==> src/rtl/vram_cmd_writer_pkg.sv <==
// Shared definitions for the host-side VRAM write engine.
// Holds the opcode values, the parser state encoding and the text-layout
// helpers. The renderer uses the same layout: character cells come first,
// and the color bytes follow at a fixed offset.
package vram_cmd_writer_pkg;

  localparam logic [7:0] OP_SET_ADDR = 8'h01;
  localparam logic [7:0] OP_WRITE    = 8'h02;
  localparam logic [7:0] OP_FILL     = 8'h03;
  localparam logic [7:0] OP_PUTC     = 8'h04;

  typedef enum logic [3:0] {
    ST_IDLE,
    ST_ADDR_HI,
    ST_ADDR_LO,
    ST_WR_CNT,
    ST_WR_DATA,
    ST_FILL_CH,
    ST_FILL_COL,
    ST_FILL_RUN,
    ST_PUTC_CH,
    ST_PUTC_COL,
    ST_PUTC_W2
  } state_e;

  // Number of character cells on the screen.
  function automatic int text_area(input int cols, input int rows);
    return cols * rows;
  endfunction

  // The color plane starts immediately after the character plane.
  function automatic int color_offset(input int cols, input int rows);
    return text_area(cols, rows);
  endfunction

endpackage

==> src/rtl/vram_fill_seq.sv <==
// Address/data generator for the screen-fill command.
// A start pulse issues the first write (char at address 0) and latches
// char/color. While run is high, one write is issued per cycle until all
// 2*AREA writes are out. After that, done is raised.
// The write outputs are combinational; the parent module registers them.
module vram_fill_seq #(
  parameter int ADDR_W = 15,
  parameter int AREA   = 2400
) (
  input  logic              clk,
  input  logic              rst,
  input  logic              start,
  input  logic              run,
  input  logic [7:0]        char_in,
  input  logic [7:0]        color_in,
  output logic              wr_en,
  output logic [ADDR_W-1:0] wr_addr,
  output logic [7:0]        wr_data,
  output logic              done
);

  localparam int TOTAL = 2 * AREA;
  localparam int IW    = $clog2(TOTAL + 1);

  logic [IW-1:0] idx_q, idx_d;
  logic [7:0]    char_q, char_d;
  logic [7:0]    color_q, color_d;

  // Choose the next fill write and advance the index.
  always_comb begin
    idx_d   = idx_q;
    char_d  = char_q;
    color_d = color_q;
    wr_en   = 1'b0;
    wr_addr = '0;
    wr_data = '0;
    if (start) begin
      char_d  = char_in;
      color_d = color_in;
      wr_en   = 1'b1;
      wr_data = char_in;
      idx_d   = IW'(1);
    end else if (run && idx_q != IW'(TOTAL)) begin
      wr_en   = 1'b1;
      wr_addr = ADDR_W'(idx_q);
      wr_data = (idx_q < IW'(AREA)) ? char_q : color_q;
      idx_d   = idx_q + 1'b1;
    end
  end

  assign done = run && (idx_q == IW'(TOTAL));

  // Sequencer state registers.
  always_ff @(posedge clk) begin
    if (rst) begin
      idx_q   <= '0;
      char_q  <= '0;
      color_q <= '0;
    end else begin
      idx_q   <= idx_d;
      char_q  <= char_d;
      color_q <= color_d;
    end
  end

endmodule

==> src/rtl/vram_cmd_writer.sv <==
// Host-side VRAM write engine.
// Parses host bytes into the commands SET_ADDR, WRITE, FILL and PUTC, and
// drives the VRAM write port. Every output is registered: a byte accepted
// in cycle T produces its write in cycle T+1.
// Optional feature: when VRAM_CMD_TIMEOUT_EN is defined, the engine abandons
// a partial command after TIMEOUT_CYCLES idle cycles.
module vram_cmd_writer #(
  parameter int ADDR_W         = 15,
  parameter int TEXT_COLS      = 80,
  parameter int TEXT_ROWS      = 30,
  parameter int TIMEOUT_CYCLES = 1000000
) (
  input  logic              clk,
  input  logic              rst,
  input  logic [7:0]        rx_data,
  input  logic              rx_valid,
  output logic              rx_ready,
  output logic [ADDR_W-1:0] vram_wr_addr,
  output logic [7:0]        vram_wr_data,
  output logic              vram_wr_en,
  output logic              busy,
  output logic              cmd_error
);
  import vram_cmd_writer_pkg::*;

  localparam int AREA = text_area(TEXT_COLS, TEXT_ROWS);
  localparam logic [ADDR_W-1:0] COLOR_OFF = ADDR_W'(color_offset(TEXT_COLS, TEXT_ROWS));
  localparam logic [ADDR_W-1:0] AREA_A    = ADDR_W'(AREA);
  localparam logic [ADDR_W-1:0] LAST_CELL = ADDR_W'(AREA - 1);

  state_e              state_q, state_d;
  logic [ADDR_W-1:0]   ptr_q, ptr_d;
  logic [ADDR_W-1:0]   cursor_q, cursor_d;
  logic [ADDR_W-9:0]   hi_q, hi_d;
  logic [8:0]          cnt_q, cnt_d;
  logic [7:0]          fill_ch_q, fill_ch_d;
  logic                wr_en_q, wr_en_d;
  logic [ADDR_W-1:0]   wr_addr_q, wr_addr_d;
  logic [7:0]          wr_data_q, wr_data_d;
  logic                err_q, err_d;

  logic                accept;
  logic                fill_start;
  logic                fill_wr_en;
  logic [ADDR_W-1:0]   fill_addr;
  logic [7:0]          fill_data;
  logic                fill_done;
  logic                tmo_fire;
  logic [ADDR_W-1:0]   set_ptr;

  assign rx_ready     = !rst && (state_q != ST_FILL_RUN) && (state_q != ST_PUTC_W2);
  assign accept       = rx_valid && rx_ready;
  assign busy         = (state_q != ST_IDLE);
  assign set_ptr      = {hi_q, rx_data};
  assign vram_wr_en   = wr_en_q;
  assign vram_wr_addr = wr_addr_q;
  assign vram_wr_data = wr_data_q;
  assign cmd_error    = err_q;

  vram_fill_seq #(
    .ADDR_W (ADDR_W),
    .AREA   (AREA)
  ) u_fill_seq (
    .clk      (clk),
    .rst      (rst),
    .start    (fill_start),
    .run      (state_q == ST_FILL_RUN),
    .char_in  (fill_ch_q),
    .color_in (rx_data),
    .wr_en    (fill_wr_en),
    .wr_addr  (fill_addr),
    .wr_data  (fill_data),
    .done     (fill_done)
  );

`ifdef VRAM_CMD_TIMEOUT_EN
  localparam int TMO_W = $clog2(TIMEOUT_CYCLES + 1);
  logic [TMO_W-1:0] tmo_q, tmo_d;

  // Count idle cycles inside a command. The two states that run without
  // host input are exempt from the timeout.
  always_comb begin
    tmo_d    = '0;
    tmo_fire = 1'b0;
    if (busy && !accept && state_q != ST_FILL_RUN && state_q != ST_PUTC_W2) begin
      if (tmo_q == TMO_W'(TIMEOUT_CYCLES - 1)) tmo_fire = 1'b1;
      else                                     tmo_d    = tmo_q + 1'b1;
    end
  end

  // Timeout counter register.
  always_ff @(posedge clk) begin
    if (rst) tmo_q <= '0;
    else     tmo_q <= tmo_d;
  end
`else
  assign tmo_fire = 1'b0;
`endif

  // Command parser: next state, pointer/cursor updates and the next write.
  always_comb begin
    // NOTE: every output of this block gets a default first, so no path can
    // leave a signal unassigned and infer a latch.
    state_d    = state_q;
    ptr_d      = ptr_q;
    cursor_d   = cursor_q;
    hi_d       = hi_q;
    cnt_d      = cnt_q;
    fill_ch_d  = fill_ch_q;
    wr_en_d    = 1'b0;
    wr_addr_d  = wr_addr_q;
    wr_data_d  = wr_data_q;
    err_d      = 1'b0;
    fill_start = 1'b0;
    unique case (state_q)
      ST_IDLE: if (accept) begin
        case (rx_data)
          OP_SET_ADDR: state_d = ST_ADDR_HI;
          OP_WRITE:    state_d = ST_WR_CNT;
          OP_FILL:     state_d = ST_FILL_CH;
          OP_PUTC:     state_d = ST_PUTC_CH;
          default:     err_d   = 1'b1;
        endcase
      end
      ST_ADDR_HI: if (accept) begin
        hi_d    = rx_data[ADDR_W-9:0];
        state_d = ST_ADDR_LO;
      end
      ST_ADDR_LO: if (accept) begin
        ptr_d = set_ptr;
        if (set_ptr < AREA_A) cursor_d = set_ptr;
        state_d = ST_IDLE;
      end
      ST_WR_CNT: if (accept) begin
        cnt_d   = (rx_data == 8'd0) ? 9'd256 : {1'b0, rx_data};
        state_d = ST_WR_DATA;
      end
      ST_WR_DATA: if (accept) begin
        wr_en_d   = 1'b1;
        wr_addr_d = ptr_q;
        wr_data_d = rx_data;
        ptr_d     = ptr_q + 1'b1;
        cnt_d     = cnt_q - 1'b1;
        if (cnt_q == 9'd1) state_d = ST_IDLE;
      end
      ST_FILL_CH: if (accept) begin
        fill_ch_d = rx_data;
        state_d   = ST_FILL_COL;
      end
      ST_FILL_COL: if (accept) begin
        fill_start = 1'b1;
        state_d    = ST_FILL_RUN;
      end
      ST_FILL_RUN: if (fill_done) state_d = ST_IDLE;
      ST_PUTC_CH: if (accept) begin
        wr_en_d   = 1'b1;
        wr_addr_d = cursor_q;
        wr_data_d = rx_data;
        state_d   = ST_PUTC_COL;
      end
      ST_PUTC_COL: if (accept) begin
        wr_en_d   = 1'b1;
        wr_addr_d = cursor_q + COLOR_OFF;
        wr_data_d = rx_data;
        cursor_d  = (cursor_q == LAST_CELL) ? '0 : cursor_q + 1'b1;
        state_d   = ST_PUTC_W2;
      end
      ST_PUTC_W2: state_d = ST_IDLE;
      default:    state_d = ST_IDLE;
    endcase
    if (fill_wr_en) begin
      wr_en_d   = 1'b1;
      wr_addr_d = fill_addr;
      wr_data_d = fill_data;
    end
    if (tmo_fire) begin
      state_d = ST_IDLE;
      err_d   = 1'b1;
    end
  end

  // State and output registers. A reset during a command abandons it at once.
  always_ff @(posedge clk) begin
    // NOTE: registers use non-blocking assignments, so every flop samples the
    // values from before the clock edge.
    if (rst) begin
      state_q   <= ST_IDLE;
      ptr_q     <= '0;
      cursor_q  <= '0;
      hi_q      <= '0;
      cnt_q     <= '0;
      fill_ch_q <= '0;
      wr_en_q   <= 1'b0;
      wr_addr_q <= '0;
      wr_data_q <= '0;
      err_q     <= 1'b0;
    end else begin
      state_q   <= state_d;
      ptr_q     <= ptr_d;
      cursor_q  <= cursor_d;
      hi_q      <= hi_d;
      cnt_q     <= cnt_d;
      fill_ch_q <= fill_ch_d;
      wr_en_q   <= wr_en_d;
      wr_addr_q <= wr_addr_d;
      wr_data_q <= wr_data_d;
      err_q     <= err_d;
    end
  end

endmodule

==> config.mk <==
export PLATFORM = sky130hd
export DESIGN_NAME = vram_cmd_writer
export DESIGN_NICKNAME = d
export VERILOG_FILES = /design/src/rtl/vram_cmd_writer_pkg.sv /design/src/rtl/vram_fill_seq.sv /design/src/rtl/vram_cmd_writer.sv
export SDC_FILE = /design/constraint.sdc
export NUM_CORES = 1
export LEC_CHECK = 0
export CAP_MARGIN = 40
export CORE_ASPECT_RATIO = 0.7
export CORE_MARGIN = 1.5
export CORE_UTILIZATION = 49
export DETAILED_ROUTE_END_ITERATION = 7
export DONT_BUFFER_PORTS = 1
export PLACE_DENSITY = 0.75
export SLEW_MARGIN = 20
export SYNTH_ARGS = -nofsm -noshare
export SYNTH_HDL_FRONTEND = slang
export SYNTH_SLANG_ARGS = --single-unit
==> constraint.sdc <==
create_clock -name clk -period 2.9 [get_ports clk]
set_input_delay 0.29 -clock clk [delete_from_list [all_inputs] [get_ports clk]]
set_output_delay 0.29 -clock clk [all_outputs]
set_load 0.01 [all_outputs]
==> run summary <==
met2 WL - 8430 um
Top Layer Used - met4
Worst Skew - 7.58 ps
synthesized area - 6310 sq um
number of enable flip-flop cells after synthesis - 0
initial antenna violation count - 0
vias in the first global route - 5669
Worst-Margin Slew - 765 ps
final instance area - 6770 sq um
area post-placement - 6400 sq um
die footprint - 13600 sq um
number of synthesized register bits - 112
Worst slew margin - 0.487
synth top area cells - dfxtp_1 (36%), mux2i_1 (5.2%), nor2_1 (5.2%)
1st-iter DRT viols - 842
metal3 WL - 2060 um
dpl hpwl - 13000 um
required time of the critical path - 3150 ps
HP Class - in2reg
largest family of logic cells by synthesized area - compound AO/OA/AOI/OAI gates
Leak - 2.33 nW
Synth Instances - 789
Setup crit end kind - flop
Syn. warnings - 0
vias per cell - 6.62
post-synthesis xor/xnor area fraction - 0.0236
diode count - 0
global-route wire length before repair - 30300 um
initial core utilization - 0.505
gpl congestion - 0.928
CP arrival - 2860 ps
Compound-Gate Fraction of Synth Area - 0.243
Rows - 34
setup_tns - 0 ps
Layout area overhead - 7.20%
Synth cell types - 74
mux contribution to synthesized area - 0.0541
CTS clk-pin slew, worst paths - 80 ps
largest net degree at the start of global routing - 43
Worst IR Drop VDD - 0.328 mV
post-DR wirelength/cell - 20.7 um
Post-Synth Simple-Gate Area - 0.240
Synth Flop Type - dfxtp_1
total track usage - 0.278
Final #Nets - 779
Port Buffers - 0
setup repair bufs after CTS - 0
RSZ-0062 raised after global routing - no
Mean Syn Cell Area - 8.00 sq um
area leader, netlist - dfxtp_1
Core ar. - 12500 sq um
TritonCTS clock tree - built
vias - 6141
Tcrit/Tclk final - 0.900
drt total wl - 19200 um
DRC viols - 0
global route overflow - 0
Clk Tree Root Cell - clkbuf_16
Die Y - 98.0 um
Pwr Density - 429 nW/um^2
DR pass1 iterations - 6
clk_lat worst skew - 360 ps
post-synth net total - 808
H-tree levels - 3
post-CTS sizing - 0
layout cells sized above 1 - 0.0954
sequential-to-total area share from yosys stat - 0.355
Async S/R FF share, synth - 0
Die X - 139 um
Max-cap violations - 0
Clock Tree Buf Depth - 2
# IOs - 38
Hold WS - 9.56 ps
status - finished, final reports clean
WL met1 - 8180 um
fill count - 1099
Worst setup SP type - flop
remaining antenna violation count - 0
Peak Freq - 383 MHz
final hold violation count - 0
# setup viols final - 0
Clock Sinks - 112
max-slew violations - 0
min cycle time layout - 2610 ps
crit path max fanout - 25
top-area cell type share of the netlist area - 0.355
Synth Area in Adders - 0.0159
Crit Path Category - reg2reg
cts bufs inserted - 9
[where the power goes]
group	total [mW]	internal [mW]	switching (mW)
Sequential	1.54	1.54	0.00256
Clock	1.28	0.620	0.663
Combinational	0.0776	0.0237	0.0539
Total	2.90	2.18	0.719
[what timing repair did]
action | CTS | global route
endpoints found under the hold margin | 42 | 3
hold buffers | 3 | 1
endpoints found under the setup margin | 0 | 0
[Yosys cell counts (10+ instances only)]
library cell,n
dfxtp_1,112
nor2_1,87
nand2_1,80
a21oi_1,50
clkbuf_1,48
o21ai_0,44
mux2i_1,33
inv_1,30
nand3_1,27
nor3_1,25
buf_2,13
o32ai_1,13
xnor2_1,13
nor4_1,11
a22oi_1,10
or3_1,10
[worst paths after layout]
kind	start	endpoint	slack, ps	cells after the start
worst max-delay path	state_q[2]$_SDFFE_PP0P_	ptr_q[11]$_SDFFE_PP0P_	290	6
worst min-delay path	rst	vram_wr_addr[3]$_SDFFE_PP0P_	10	1
worst min register to register	u_fill_seq.char_q[6]$_SDFFE_PP0P_	u_fill_seq.char_q[6]$_SDFFE_PP0P_	480	2
worst max register to register	state_q[2]$_SDFFE_PP0P_	ptr_q[11]$_SDFFE_PP0P_	290	6
[final cells by class]
type                       instances  area, sq um  share of cell area
multi-input combinational        578         3660               0.541
sequential                       112         2240               0.331
timing repair buffer              28          230              0.0340
clock buffer                       9          225              0.0333
tap                              162          203              0.0300
inverter                          31          116              0.0172
clock inverter                     7         86.3              0.0128
[metal layers]
| layer | GRT usage | vias to the layer above |
|---|---|---|
| li1 | - | 2833 |
| met1 | 0.376 | 2918 |
| met2 | 0.431 | 343 |
| met3 | 0.0701 | 47 |
| met4 | 0.107 | 0 |
| met5 | 0 | - |
[logic make-up after synthesis]
| logic type | Yosys count |
|---|---|
| AND/OR/NAND/NOR | 305 |
| AO/OA/AOI/OAI | 214 |
| flip-flops | 112 |
| buffers and inverters | 99 |
| multiplexers | 34 |
| XOR/XNOR | 17 |
| adder cells (fa/ha/maj) | 8 |
[stage by stage]
stage               utilization  setup slack, ps  total power [mW]  instances
floorplan                     -              722              1.64        789
global placement          0.511              468              1.63        906
detailed placement        0.512              341              1.63        907
CTS                       0.540              330              2.90        926
global route              0.541              165              2.97        927
finish                    0.541              290              2.90        927
[critical path: stages (launching register included)]
cell and delay [ps]:
dfxtp_1 420, buf_4 220, or4b_1 660, a2111oi_4 400, buf_4 350, a21oi_1 130, a2111oi_2 300
[sequential cells by signal (all words and copies together), names as in the netlist]
name and flops:
state_q 4, cnt_q 9, vram_wr_data 8, hi_q 7, vram_wr_addr 15, cursor_q 15, vram_wr_en 1, u_fill_seq.char_q 8
fill_ch_q 8, u_fill_seq.idx_q 13, ptr_q 15, cmd_error 1, u_fill_seq.color_q 8
[cell usage in the layout, fill, tap and decap left out, types with 24 or more instances in the layout]
cell     netlist  final
dfxtp_1      112    112
nor2_1        87     87
nand2_1       80     80
a21oi_1       50     50
o21ai_0       44     44
mux2i_1       33     33
inv_1         30     30
nand3_1       27     27
nor3_1        25     24
buf_4          0     24
Note: power is estimated with default switching activity, not from simulation.
